===== config.mk =====
export PLATFORM = sky130hd
export DESIGN_NAME = imm_decode_stage
export DESIGN_NICKNAME = d
export VERILOG_FILES = /design/src/rtl/rv_isa_pkg.sv /design/src/rtl/imm_extract.sv /design/src/rtl/imm_decode_stage.sv
export SDC_FILE = /design/constraint.sdc
export NUM_CORES = 1
export LEC_CHECK = 0
export BUFFER_PORTS_ARGS = -buffer_cell sky130_fd_sc_hd__buf_4
export CAP_MARGIN = 20
export CORE_UTILIZATION = 45
export CTS_BUF_LIST = sky130_fd_sc_hd__clkbuf_16
export DETAILED_ROUTE_END_ITERATION = 6
export GPL_ROUTABILITY_DRIVEN = 0
export PLACE_DENSITY_LB_ADDON = 0.08
export SYNTH_ARGS = -nofsm -noshare
export SYNTH_HDL_FRONTEND = slang
export SYNTH_SLANG_ARGS = --single-unit

===== constraint.sdc =====
create_clock -name clk -period 1.6 [get_ports clk]
set_input_delay 0.16 -clock clk [delete_from_list [all_inputs] [get_ports clk]]
set_output_delay 0.16 -clock clk [all_outputs]
set_load 0.01 [all_outputs]

===== src/rtl/rv_isa_pkg.sv =====
// RISC-V base-ISA opcode/funct3 constants and immediate format classes,
// shared by the immediate decode stage and the control unit.
package rv_isa_pkg;

  localparam int unsigned OPCODE_W = 7;
  localparam int unsigned FUNCT3_W = 3;
  localparam int unsigned FMT_W    = 3;

  localparam logic [OPCODE_W-1:0] OPCODE_LOAD      = 7'b0000011;
  localparam logic [OPCODE_W-1:0] OPCODE_OP_IMM    = 7'b0010011;
  localparam logic [OPCODE_W-1:0] OPCODE_AUIPC     = 7'b0010111;
  localparam logic [OPCODE_W-1:0] OPCODE_OP_IMM_32 = 7'b0011011;
  localparam logic [OPCODE_W-1:0] OPCODE_STORE     = 7'b0100011;
  localparam logic [OPCODE_W-1:0] OPCODE_OP        = 7'b0110011;
  localparam logic [OPCODE_W-1:0] OPCODE_LUI       = 7'b0110111;
  localparam logic [OPCODE_W-1:0] OPCODE_OP_32     = 7'b0111011;
  localparam logic [OPCODE_W-1:0] OPCODE_BRANCH    = 7'b1100011;
  localparam logic [OPCODE_W-1:0] OPCODE_JALR      = 7'b1100111;
  localparam logic [OPCODE_W-1:0] OPCODE_JAL       = 7'b1101111;

  localparam logic [FUNCT3_W-1:0] FUNCT3_SLLI      = 3'b001;
  localparam logic [FUNCT3_W-1:0] FUNCT3_SRLI_SRAI = 3'b101;

  typedef enum logic [FMT_W-1:0] {
    FMT_R    = 3'd0,
    FMT_I    = 3'd1,
    FMT_S    = 3'd2,
    FMT_B    = 3'd3,
    FMT_U    = 3'd4,
    FMT_J    = 3'd5,
    FMT_NONE = 3'd7
  } fmt_e;

endpackage


===== src/rtl/imm_extract.sv =====
// Combinational immediate generator: instruction word -> immediate, format
// class and illegal flag. Illegal encodings always yield imm=0, FMT_NONE.
module imm_extract
  import rv_isa_pkg::*;
#(
  parameter int unsigned XLEN     = 32,
  parameter bit          SHIFT_BJ = 1'b0
) (
  input  logic [31:0]     ir,
  output logic [XLEN-1:0] imm_c,
  output fmt_e            fmt_c,
  output logic            illegal_c
);

  localparam bit IS_RV64 = (XLEN == 64);

  logic [OPCODE_W-1:0] opcode;
  logic [FUNCT3_W-1:0] funct3;
  logic                is_shift;
  logic [XLEN-1:0]     imm_i, imm_s, imm_b, imm_u, imm_j, shamt5, shamt6;

  assign opcode   = ir[6:0];
  assign funct3   = ir[14:12];
  assign is_shift = (funct3 == FUNCT3_SLLI) || (funct3 == FUNCT3_SRLI_SRAI);

  // Sign extension always comes from ir[31]; shamts are zero-extended.
  assign imm_i  = XLEN'($signed(ir[31:20]));
  assign imm_s  = XLEN'($signed({ir[31:25], ir[11:7]}));
  assign imm_b  = SHIFT_BJ ? XLEN'($signed({ir[31], ir[7], ir[30:25], ir[11:8], 1'b0}))
                           : XLEN'($signed({ir[31], ir[7], ir[30:25], ir[11:8]}));
  assign imm_j  = SHIFT_BJ ? XLEN'($signed({ir[31], ir[19:12], ir[20], ir[30:21], 1'b0}))
                           : XLEN'($signed({ir[31], ir[19:12], ir[20], ir[30:21]}));
  assign imm_u  = XLEN'($signed({ir[31:12], 12'b0}));
  assign shamt5 = XLEN'(ir[24:20]);
  assign shamt6 = XLEN'(ir[25:20]);

  always_comb begin
    imm_c     = '0;
    fmt_c     = FMT_NONE;
    illegal_c = 1'b0;
    if (ir[1:0] != 2'b11) begin
      illegal_c = 1'b1;
    end else begin
      case (opcode)
        OPCODE_OP: fmt_c = FMT_R;
        OPCODE_OP_IMM: begin
          fmt_c = FMT_I;
          if (!is_shift) begin
            imm_c = imm_i;
          end else if (IS_RV64) begin
            imm_c = shamt6;
          end else begin
            imm_c     = shamt5;
            illegal_c = ir[25];
          end
        end
        OPCODE_OP_IMM_32: begin
          fmt_c     = FMT_I;
          imm_c     = is_shift ? shamt5 : imm_i;
          illegal_c = !IS_RV64;
        end
        OPCODE_OP_32: begin
          fmt_c     = FMT_R;
          illegal_c = !IS_RV64;
        end
        OPCODE_LOAD, OPCODE_JALR: begin
          fmt_c = FMT_I;
          imm_c = imm_i;
        end
        OPCODE_STORE: begin
          fmt_c = FMT_S;
          imm_c = imm_s;
        end
        OPCODE_BRANCH: begin
          fmt_c = FMT_B;
          imm_c = imm_b;
        end
        OPCODE_JAL: begin
          fmt_c = FMT_J;
          imm_c = imm_j;
        end
        OPCODE_LUI, OPCODE_AUIPC: begin
          fmt_c = FMT_U;
          imm_c = imm_u;
        end
        default: illegal_c = 1'b1;
      endcase
    end
    if (illegal_c) begin
      imm_c = '0;
      fmt_c = FMT_NONE;
    end
  end

endmodule


===== src/rtl/imm_decode_stage.sv =====
// Registered, valid/ready immediate-decode stage with a 2-entry skid buffer
// (output register + skid register) for full throughput under backpressure.
module imm_decode_stage
  import rv_isa_pkg::*;
#(
  parameter int unsigned XLEN     = 32,
  parameter bit          SHIFT_BJ = 1'b0
) (
  input  logic            clk,
  input  logic            rst,
  input  logic            flush,
  input  logic            in_valid,
  output logic            in_ready,
  input  logic [31:0]     in_ir,
  input  logic [XLEN-1:0] in_pc,
  output logic            out_valid,
  input  logic            out_ready,
  output logic [31:0]     out_ir,
  output logic [XLEN-1:0] out_pc,
  output logic [XLEN-1:0] out_imm,
  output logic [FMT_W-1:0] out_fmt,
  output logic            out_illegal
);

  typedef struct packed {
    logic [31:0]     ir;
    logic [XLEN-1:0] pc;
    logic [XLEN-1:0] imm;
    fmt_e            fmt;
    logic            illegal;
  } beat_t;

  localparam beat_t BEAT_RST = '{ir: '0, pc: '0, imm: '0, fmt: FMT_NONE, illegal: 1'b0};

  beat_t           out_q, out_d, skid_q, skid_d, dec_beat;
  logic            out_valid_q, out_valid_d, skid_valid_q, skid_valid_d;
  logic            accept, drain;
  logic [XLEN-1:0] dec_imm;
  fmt_e            dec_fmt;
  logic            dec_illegal;

  imm_extract #(
    .XLEN     (XLEN),
    .SHIFT_BJ (SHIFT_BJ)
  ) u_imm_extract (
    .ir        (in_ir),
    .imm_c     (dec_imm),
    .fmt_c     (dec_fmt),
    .illegal_c (dec_illegal)
  );

  assign dec_beat = '{ir: in_ir, pc: in_pc, imm: dec_imm, fmt: dec_fmt, illegal: dec_illegal};
  assign in_ready = ~skid_valid_q;
  assign accept   = in_valid & in_ready;
  assign drain    = ~out_valid_q | out_ready;

  // Skid drains into the output register before any new word; in_ready is low
  // whenever skid is full, so the two never compete.
  always_comb begin
    out_d        = out_q;
    skid_d       = skid_q;
    out_valid_d  = out_valid_q;
    skid_valid_d = skid_valid_q;
    if (flush) begin
      out_valid_d  = 1'b0;
      skid_valid_d = 1'b0;
    end else if (drain) begin
      if (skid_valid_q) begin
        out_d        = skid_q;
        out_valid_d  = 1'b1;
        skid_valid_d = 1'b0;
      end else begin
        out_valid_d = accept;
        if (accept) out_d = dec_beat;
      end
    end else if (accept) begin
      skid_d       = dec_beat;
      skid_valid_d = 1'b1;
    end
  end

  always_ff @(posedge clk) begin
    if (rst) begin
      out_q        <= BEAT_RST;
      skid_q       <= BEAT_RST;
      out_valid_q  <= 1'b0;
      skid_valid_q <= 1'b0;
    end else begin
      out_q        <= out_d;
      skid_q       <= skid_d;
      out_valid_q  <= out_valid_d;
      skid_valid_q <= skid_valid_d;
    end
  end

  assign out_valid   = out_valid_q;
  assign out_ir      = out_q.ir;
  assign out_pc      = out_q.pc;
  assign out_imm     = out_q.imm;
  assign out_fmt     = out_q.fmt;
  assign out_illegal = out_q.illegal;

endmodule

* Word-level counts from Yosys, hierarchy flattened
Index checks and enable logic that the tools add are counted.
** Storage, ports and cells
- Flip-flop bits (word level) :: 202
- Output and inout port bits :: 102
- Word-level logic and storage cells :: 57
** Operators by class
- Equal/unequal tests :: 14
- Muxes and demuxes :: 13
- Reduce and logical (&&, ||, !) cells :: 12
- Bitwise gates (word level) :: 6
** Operators with widths (count)
- $mux 100 :: 2
- $pmux 32 s6 :: 1
- $mux 32 :: 3
- $eq 7x6->1 const B :: 4
- $eq 7x5->1 const B :: 3
- $eq 7x7->1 const B :: 3
- $pmux 3 s6 :: 1
- $reduce_or 2->1 :: 5
- $reduce_or 8->1 :: 1
- $eq 7x2->1 const B :: 1
- $mux 3 :: 2
- $reduce_and 3->1 :: 2
- $not 1->1 :: 4
- $reduce_or 4->1 :: 1
- $eq 3x1->1 const B :: 1
- $eq 3x3->1 const B :: 1
- $mux 1 :: 3
- $reduce_or 3->1 :: 1
- $ne 2x2->1 const B :: 1
- $pmux 1 s2 :: 1
- $reduce_bool 2->1 :: 1
- $and 1x1->1 :: 1
- $logic_or 1x1->1 :: 1
- $or 1x1->1 :: 1

* Logic depth before layout (Yosys ltp)
Gate-level depths: netlist of run 1.
- Word-level depth :: 8
- Mapped depth :: 8
- Mapped depth without buffers :: 5

* Modules after synthesis
A second synthesis of run 1 with hierarchy kept.
** Second synthesis, totals
- Cells, all modules :: 1046
- Area, all modules :: 10562.6 um^2
** By module, submodules not included
- imm_decode_stage :: seq. area each 4043.9 um^2, cells an instance 903, area an instance 9585.4 um^2, times used 1
- imm_extract :: seq. area each 0.0 um^2, cells an instance 143, area an instance 977.2 um^2, times used 1

* Worst setup path after synthesis of run 1
Ideal clock, no wire load.
- Kind :: flip-flop to flip-flop
- From :: register out_valid_q, in the netlist out_valid
- To :: register skid_q[2] (netlist name)
- Cell stages (with the launch flop) :: 8
- Library setup time :: 0.064 ns
- Data required time :: 1.536 ns
- Data arrival time :: 1.636 ns
- Path slack :: -0.100 ns
- Cell sequence :: dfxtp_1 > nor2b_1 > and3_1 > clkbuf_1 > buf_2 > buf_1 > o21ai_0 > nand3b_1
** Between the ends
- Word-level cells in the longest chain between the ends :: 4
** Ends and longest elaborated chain
- from (decl) :: RTL line imm_decode_stage.sv:36 : logic out_valid_q, out_valid_d, skid_valid_q, skid_valid_d;
- from (signal assigned) :: RTL line imm_decode_stage.sv:91 : out_valid_q <= out_valid_d;
- $not 1->1 :: RTL line imm_decode_stage.sv:55 : assign drain = ~out_valid_q | out_ready;
- $or 1x1->1 :: RTL line imm_decode_stage.sv:55
- $not 1->1 (no line)
- $reduce_and 3->1 (no line)
- to (signal assigned) :: RTL line imm_decode_stage.sv:90 : skid_q <= skid_d;
- to (decl) :: RTL line imm_decode_stage.sv:35 : beat_t out_q, out_d, skid_q, skid_d, dec_beat;
Every way passes these cells.
A chain may end at the register's enable or synchronous reset.

* Final worst setup path of run 1
- From :: input port in_ir[13]
- To :: register out_q (netlist bit out_imm[27])
** Between the ends
- Word-level cells in the longest chain between the ends :: 8
** Ends and longest elaborated chain
- from (decl) :: RTL line imm_decode_stage.sv:14 : input logic [31:0] in_ir,
- $eq 3x1->1 or $eq 3x3->1 (tied branches) :: RTL line imm_extract.sv:24 : assign is_shift = (funct3 == FUNCT3_SLLI) || (funct3 == FUNCT3_SRLI_SRAI);
- $logic_or 1x1->1 (*) :: RTL line imm_extract.sv:24
- $mux 32 or $mux 1 (tied branches) :: RTL line imm_extract.sv:48 : if (!is_shift) begin
- $pmux 32 s6 or $pmux 1 s2 (tied branches) :: RTL line imm_extract.sv:44 : case (opcode)
- $mux 32 or $mux 1 (tied branches) :: RTL line imm_extract.sv:41 : if (ir[1:0] != 2'b11) begin
- $mux 32 (*) :: RTL line imm_extract.sv:89 : if (illegal_c) begin
- $mux 100 (*) :: RTL line imm_decode_stage.sv:74 : if (accept) out_d = dec_beat;
- $mux 100 (*) :: RTL line imm_decode_stage.sv:68 : if (skid_valid_q) begin
- to (signal assigned) :: RTL line imm_decode_stage.sv:89 : out_q <= out_d;
- to (decl) :: RTL line imm_decode_stage.sv:35
Every way passes the cells marked *; elsewhere a longest branch is shown, timed or not. The select of a mux whose other input is x is not followed.

==> out/results.tsv, run 1 <==
metric	value	unit
crit_path_end_kind	flip-flop	
cp-start-kind	primary input	
io_buffers	170	
required	1.97	ns
total_power	0.0111	W
leakagePower	4.45	nW
yosysWarnings	0	
yosysMostFrequentCell	dfxtp_1	
synth_common_cells	202 x dfxtp_1, 163 x nand2_1, 112 x a21oi_1, 71 x nor2_1, 68 x clkbuf_1	
clk_path_buf_depth	3	
first_iter_violations	505	
fp.dieArea	18800	sq um
drt-met1-wl	10.6	mm
grt_pass1_vias	7085	
hpwl	14.6	mm
r2r_slack	0.09	ns
antenna_found_initial	0	
syn_area	8240	sq um
seq_area	4050	sq um
clkSinkCount	202	
wl_per_cell	16.7	um
grt.total_usage	0.243	
skew	0.0113	ns
combPwrFrac	0.112	
layout_min_cycle_time	1.56	ns
grt_overflow_total	0	
max_freq	643	MHz
n_fill_cell	1530	
cap_violations	0	
synth-seq-cells	202	
setup_viol	0	
synth_top_cell_by_area	dfxtp_1	
crit_type	primary input to flip-flop	
path_clk_slew	0.06	ns
min_to	skid_q[69]$_SDFFE_PP0P_	
synthDistinctLibCells	51	
powerDensity	954	nW/um^2
synthTopCellsByArea	dfxtp_1 49%, mux2i_1 7.9%, nand2_1 7.4%	
fin_crit_sh	0.972	
rows	49	
synthArstFlopShare	0	
die_w	137	um
n_antenna_cell	0	
grt_pass1_wl	36.6	mm
finalNetCount	1255	
drc	0	
wirelength	23.9	mm
drv_slew	0	
drive_above_1_share	0.263	
synth_area_per_cell	8.69	sq um
synth_nets	1017	
cts.htree.levels	1	
fp.dieH	137	um
via_per_inst	5.45	
holdPathStages	4	
wl_met2	11.1	mm
timing.slew.headroom	0.546	
cp.arrival	1.92	ns
p_switching	0.00270	W
via_count	7792	
swShare	0.244	
cp_max_fo	8	
ys.flop_type	dfxtp_1	
hold_path_startpoint	in_ir[1]	
synth_edf_count	0	
core	18000	sq um
grt_max_degree	76	
ant_nets	0	
r2r_cells	7	
synth_top_cell_area_share	0.491	
topRoutingLayerUsed	met4	
root_buffer	clkbuf_16	
dr.pass1.iters	5	
final_util	0.646	
worst_hold_slack	0.0356	ns
area_growth	40.8	%
p_seq_frac	0.473	
peakVddDrop	0.810	mV
power.internal	0.00836	W
outcome	finished, final reports clean	
wl_met3	1.60	mm
cts_tree	done	
start_util	0.459	
pwr-share-clk	0.414	
r2r-end	out_imm[31]$_SDFFE_PP0P_	
multi_input_area	3980	sq um
seq_area_frac_synth	0.491	
reg2reg_from	out_valid$_SDFFE_PP0P_	
synth_cells	948	
worst_slew_pin_slew	0.681	ns
io_pins	171	
clock_latency	0.50	ns
finalHoldViolCount	0	
hold_path_class	primary input to flip-flop	
cts_buffers	22	
-- flip-flops by register name, indices dropped and copies added, names as in the netlist --
| signal | count |
|---|---|
| out_fmt | 3 |
| out_illegal | 1 |
| out_imm | 32 |
| out_ir | 32 |
| out_pc | 32 |
| out_valid | 1 |
| skid_q | 100 |
| skid_valid_q | 1 |
-- final cells by class --
cell class / instances / share of cell area
flip-flops and latches: 202 / 0.349
multi-input cells: 654 / 0.343
repair buffers: 301 / 0.226
clock buffers: 23 / 0.0496
well taps: 229 / 0.0247
clock inverters: 16 / 0.00615
inverters: 5 / 0.00162
-- power groups by stage --
| stage | Clock (W) | Combinational (W) | Sequential [W] |
|---|---|---|---|
| 6_report | 0.00458 | 0.00124 | 0.00523 |
| 5_1_grt | 0.00489 | 0.00135 | 0.00525 |
| 4_1_cts | 0.00469 | 0.00121 | 0.00524 |
| 3_5_place_dp | 0 | 0.00109 | 0.00535 |
| 3_3_place_gp | 0 | 0.00108 | 0.00534 |
| 2_1_floorplan | 0 | 0.000455 | 0.00539 |
-- worst max-delay path: stages --
cell,delay (ns)
dlygate4sd3_1,0.55
buf_6,0.15
nor4bb_4,0.29
a21oi_2,0.08
o21a_2,0.15
nand4_1,0.11
buf_6,0.16
clkbuf_16,0.18
o22ai_1,0.07
-- cell usage in the layout (no fill, tap or decap), drive strengths merged, types with 2 or more instances in the layout --
| cell type | Yosys | layout |
|---|---|---|
| buf | 19 | 240 |
| dfxtp | 202 | 202 |
| nand2 | 163 | 163 |
| a21oi | 117 | 117 |
| nor2 | 71 | 71 |
| a211oi | 66 | 66 |
| mux2i | 65 | 65 |
| dlygate4sd3 | 0 | 59 |
| o21ai | 40 | 40 |
| and3 | 33 | 33 |
| o22ai | 32 | 32 |
| clkbuf | 68 | 25 |
| inv | 5 | 10 |
| clkinv | 0 | 10 |
| a221oi | 7 | 7 |
| a222oi | 5 | 5 |
| nor3 | 5 | 5 |
| a22oi | 5 | 5 |
| mux2 | 4 | 4 |
| nand3 | 4 | 4 |
| nand3b | 3 | 3 |
| a211o | 3 | 3 |
| nor4 | 3 | 3 |
| or3 | 3 | 3 |
| a31oi | 3 | 3 |
| or4 | 2 | 2 |
| nand2b | 2 | 2 |
| nor2b | 2 | 2 |
| nor4b | 2 | 2 |
-- logic make-up after synthesis --
family / count (synthesis) / synth area share
AND/OR/NAND/NOR: 297 / 0.157
multiplexers: 69 / 0.0845
buffers and inverters: 92 / 0.0468
flip-flops: 202 / 0.491
AO/OA/AOI/OAI: 288 / 0.220
-- routing by layer --
metal | global-route usage | vias to the layer above
met5 | 0 | -
met4 | 0.0745 | 0
met3 | 0.0530 | 38
met2 | 0.400 | 228
met1 | 0.316 | 3660
li1 | - | 3866
-- metrics by stage --
stage	std cells	cell area, sq um	setup TNS (ns)	setup slack, ns
floorplan	948	8330	-7.01	-0.0876
global placement	1321	10100	-11.86	-0.250
detailed placement	1321	10100	-14.00	-0.322
global route	1430	11600	-0.0536	-0.0104
CTS	1419	11400	-0.406	-0.0776
finish	1430	11600	0	0.0447
-- repair_timing --
item                                    in CTS  in global routing
gates cloned                                 0                  4
pin swaps                                    9                  4
endpoints found under the hold margin       82                  0
endpoints found under the setup margin      54                136
hold buffers                                59                  0
resized for setup                            4                 23
buffers inserted                             0                  7
-- worst max-delay path by stage --
stage | startpoint | to | slack (ns) | cells past startpoint
2_1_floorplan | out_valid$_SDFFE_PP0P_ | out_ir[0]$_SDFFE_PP0P_ | -0.09 | 7
3_3_place_gp | in_ir[2] | skid_q[34]$_SDFFE_PP0P_ | -0.25 | 7
3_5_place_dp | in_ir[2] | skid_q[30]$_SDFFE_PP0P_ | -0.32 | 7
4_1_cts | out_valid$_SDFFE_PP0P_ | out_ir[27]$_SDFFE_PP0P_ | -0.08 | 6
5_1_grt | out_valid$_SDFFE_PP0P_ | out_ir[28]$_SDFFE_PP0P_ | -0.01 | 7
6_report | in_ir[13] | out_imm[27]$_SDFFE_PP0P_ | 0.04 | 9
No activity file was read; power rests on OpenSTA's default activity.
==> run 2: changes to the inputs <==
==> constraint.sdc (replaced) <==
create_clock -name clk -period 1.5 [get_ports clk]
set_input_delay 0.15 -clock clk [delete_from_list [all_inputs] [get_ports clk]]
set_output_delay 0.15 -clock clk [all_outputs]
set_load 0.01 [all_outputs]
==> run 2 against run 1 <==
Compared with the run above:
- count of clock-buffer cells in the layout did not move
- die area stayed put
- cell count is 0.49% higher
- cell area rose by 1.2%
- hold slack lost 0.0040 ns
- setup slack lost 0.028 ns
- flip-flop and latch count unchanged
- sequential power rose by 6.9%
- non-clock buffer count grew 6
- clock skew barely moved
- combinational power grew 10%
- critical endpoint is now out_imm[5]$_SDFFE_PP0P_
- largest cell class unchanged
- largest power group unchanged
==> out/results.tsv, run 2 (synthesized netlist as in run 1, its figures left out) <==
metric	value	unit
required	1.88	ns
final_cells	1437	
outcome	finished, final reports clean	
powerDensity	1060	nW/um^2
area_growth	42.5	%
grt_max_degree	87	
cp.arrival	1.86	ns
first_iter_violations	423	
cpLargestDelayFamily	simple AND/OR/NAND/NOR gates	
final_common_cell	buf_4	
pwr-share-clk	0.440	
drc	0	
io_buffers	170	
drt-met1-wl	10.6	mm
drive_above_1_share	0.261	
crit_type	flip-flop to flip-flop	
p_seq_frac	0.450	
n_antenna_cell	0	
critical_path.endpoint	out_imm[5]$_SDFFE_PP0P_	
via_per_inst	5.47	
grt_pass1_vias	7258	
slowest_stage	or3_4	
wl_per_cell	17.1	um
dr.pass1.iters	5	
wl_met3	1.69	mm
antenna_found_initial	0	
wirelength	24.6	mm
cp_cell_sequence	nor2b_4 > or3_4 > clkbuf_16 > a21oi_1 > o22ai_1	
fin_ws	0.0164	ns
layout_min_cycle_time	1.48	ns
io_pins	171	
cts_buffers	22	
worst_slew_pin_slew	0.541	ns
skew	0.0109	ns
fin_area	11700	sq um
hold_path_class	primary input to flip-flop	
peakVddDrop	0.787	mV
grt_pass1_wl	37.6	mm
grt.total_usage	0.252	
cp_num_cells	5	
fp.dieH	137	um
path_clk_slew	0.06	ns
rows	49	
grt_overflow_total	0	
clock_latency	0.50	ns
wl_met2	11.8	mm
leakagePower	4.51	nW
cap_violations	0	
seq_area	4050	sq um
root_buffer	clkbuf_16	
combPwrFrac	0.110	
place_area	10200	sq um
p_switching	0.00294	W
fin_crit_sh	0.989	
rsz0062_at_grt	yes	
swShare	0.237	
timing.slew.headroom	0.637	
multi_input_area	3910	sq um
finalHoldViolCount	0	
setup_viol	0	
max_freq	674	MHz
path_buf_inv	1	
cp-startpoint	out_valid$_SDFFE_PP0P_	
start_util	0.459	
cts.htree.levels	1	
core	18000	sq um
die_w	137	um
hpwl	15.1	mm
r2r_cells	5	
max_stage_delay	0.42	ns
detailedPlace.worstSlack	-0.353	ns
ant_nets	0	
largest_register	skid_q	
reg2reg_from	out_valid$_SDFFE_PP0P_	
power.internal	0.00948	W
r2r-end	out_imm[5]$_SDFFE_PP0P_	
drv_slew	0	
cp_max_fo	18	
fp.dieArea	18800	sq um
final_util	0.653	
final_cell_mix	221 x buf_4, 200 x dfxtp_1, 163 x nand2_1	
clkSinkCount	202	
clk_path_buf_depth	3	
via_count	7855	
r2r_slack	0.02	ns
topRoutingLayerUsed	met4	
finalNetCount	1261	
largest_reg_flops	100	
cts_tree	done	
n_fill_cell	1537	
worst_hold_slack	0.0316	ns
crit_path_end_kind	flip-flop	
cp-start-kind	flip-flop	
dpl.cell_count	1328	
[run 2: cell count changes in the layout (fill, tap and decap cells not counted), sizes merged]
| cell | before | now |
|---|---|---|
| clkbuf | 25 | 26 |
| bufinv | 0 | 3 |
| dlygate4sd3 | 59 | 61 |
| clkinv | 10 | 8 |
| buf | 240 | 243 |
[run 2: repair_timing]
action | CTS | global route
setup endpoints to repair | 136 | 64
buffers inserted | 4 | 0
hold buffers | 61 | 0
gates cloned | 1 | 3
endpoints found under the hold margin | 68 | 0
pin swaps | 1 | 4
gates resized for setup | 11 | 18
[run 2: worst min-delay path by stage]
| stage | cells past startpoint | startpoint | slack [ns] | to |
|---|---|---|---|---|
| finish | 4 | in_ir[1] | 0.03 | skid_q[69]$_SDFFE_PP0P_ |
| global route | 3 | in_ir[5] | 0.05 | out_ir[5]$_SDFFE_PP0P_ |
| CTS | 4 | in_ir[0] | 0.02 | skid_q[68]$_SDFFE_PP0P_ |
| detailed placement | 2 | flush | 0.37 | skid_valid_q$_SDFFE_PP0P_ |
| global placement | 2 | flush | 0.37 | skid_valid_q$_SDFFE_PP0P_ |
| floorplan | 1 | flush | 0.23 | out_valid$_SDFFE_PP0P_ |
[run 2: final cells by class]
| cell class | count | area share |
|---|---|---|
| sequential | 202 | 0.345 |
| multi-input combinational | 654 | 0.333 |
| clock buffer | 23 | 0.0491 |
| timing repair buffer | 307 | 0.233 |
| inverter | 5 | 0.00160 |
| tap | 229 | 0.0244 |
| clock inverter | 17 | 0.0134 |
[run 2: layer usage]
layer,GRT usage,vias up
li1,-,3879
met5,0,-
met1,0.320,3707
met4,0.0641,0
met2,0.427,226
met3,0.0607,43
[run 2: power groups by stage]
stage | logic, W | registers [W] | clock network [W]
2_1_floorplan | 0.000498 | 0.00575 | 0
3_3_place_gp | 0.00117 | 0.00570 | 0
3_5_place_dp | 0.00117 | 0.00570 | 0
4_1_cts | 0.00132 | 0.00558 | 0.00557
5_1_grt | 0.00148 | 0.00560 | 0.00580
6_report | 0.00137 | 0.00559 | 0.00547
[run 2: stage by stage]
step,setup TNS (ns),power (W)
floorplan,-5.63,0.00625
global placement,-19.93,0.00686
detailed placement,-20.69,0.00687
CTS,-0.000425,0.0125
global route,-0.231,0.0129
finish,0,0.0124
[run 2: worst reg2reg max path, delay by kind of cell (launching register included)]
kind / cells / cell delay (ns)
AND/OR/NAND/NOR: 2 / 0.56
flip-flops: 1 / 0.32
AO/OA/AOI/OAI: 2 / 0.27
buffers and inverters: 1 / 0.22
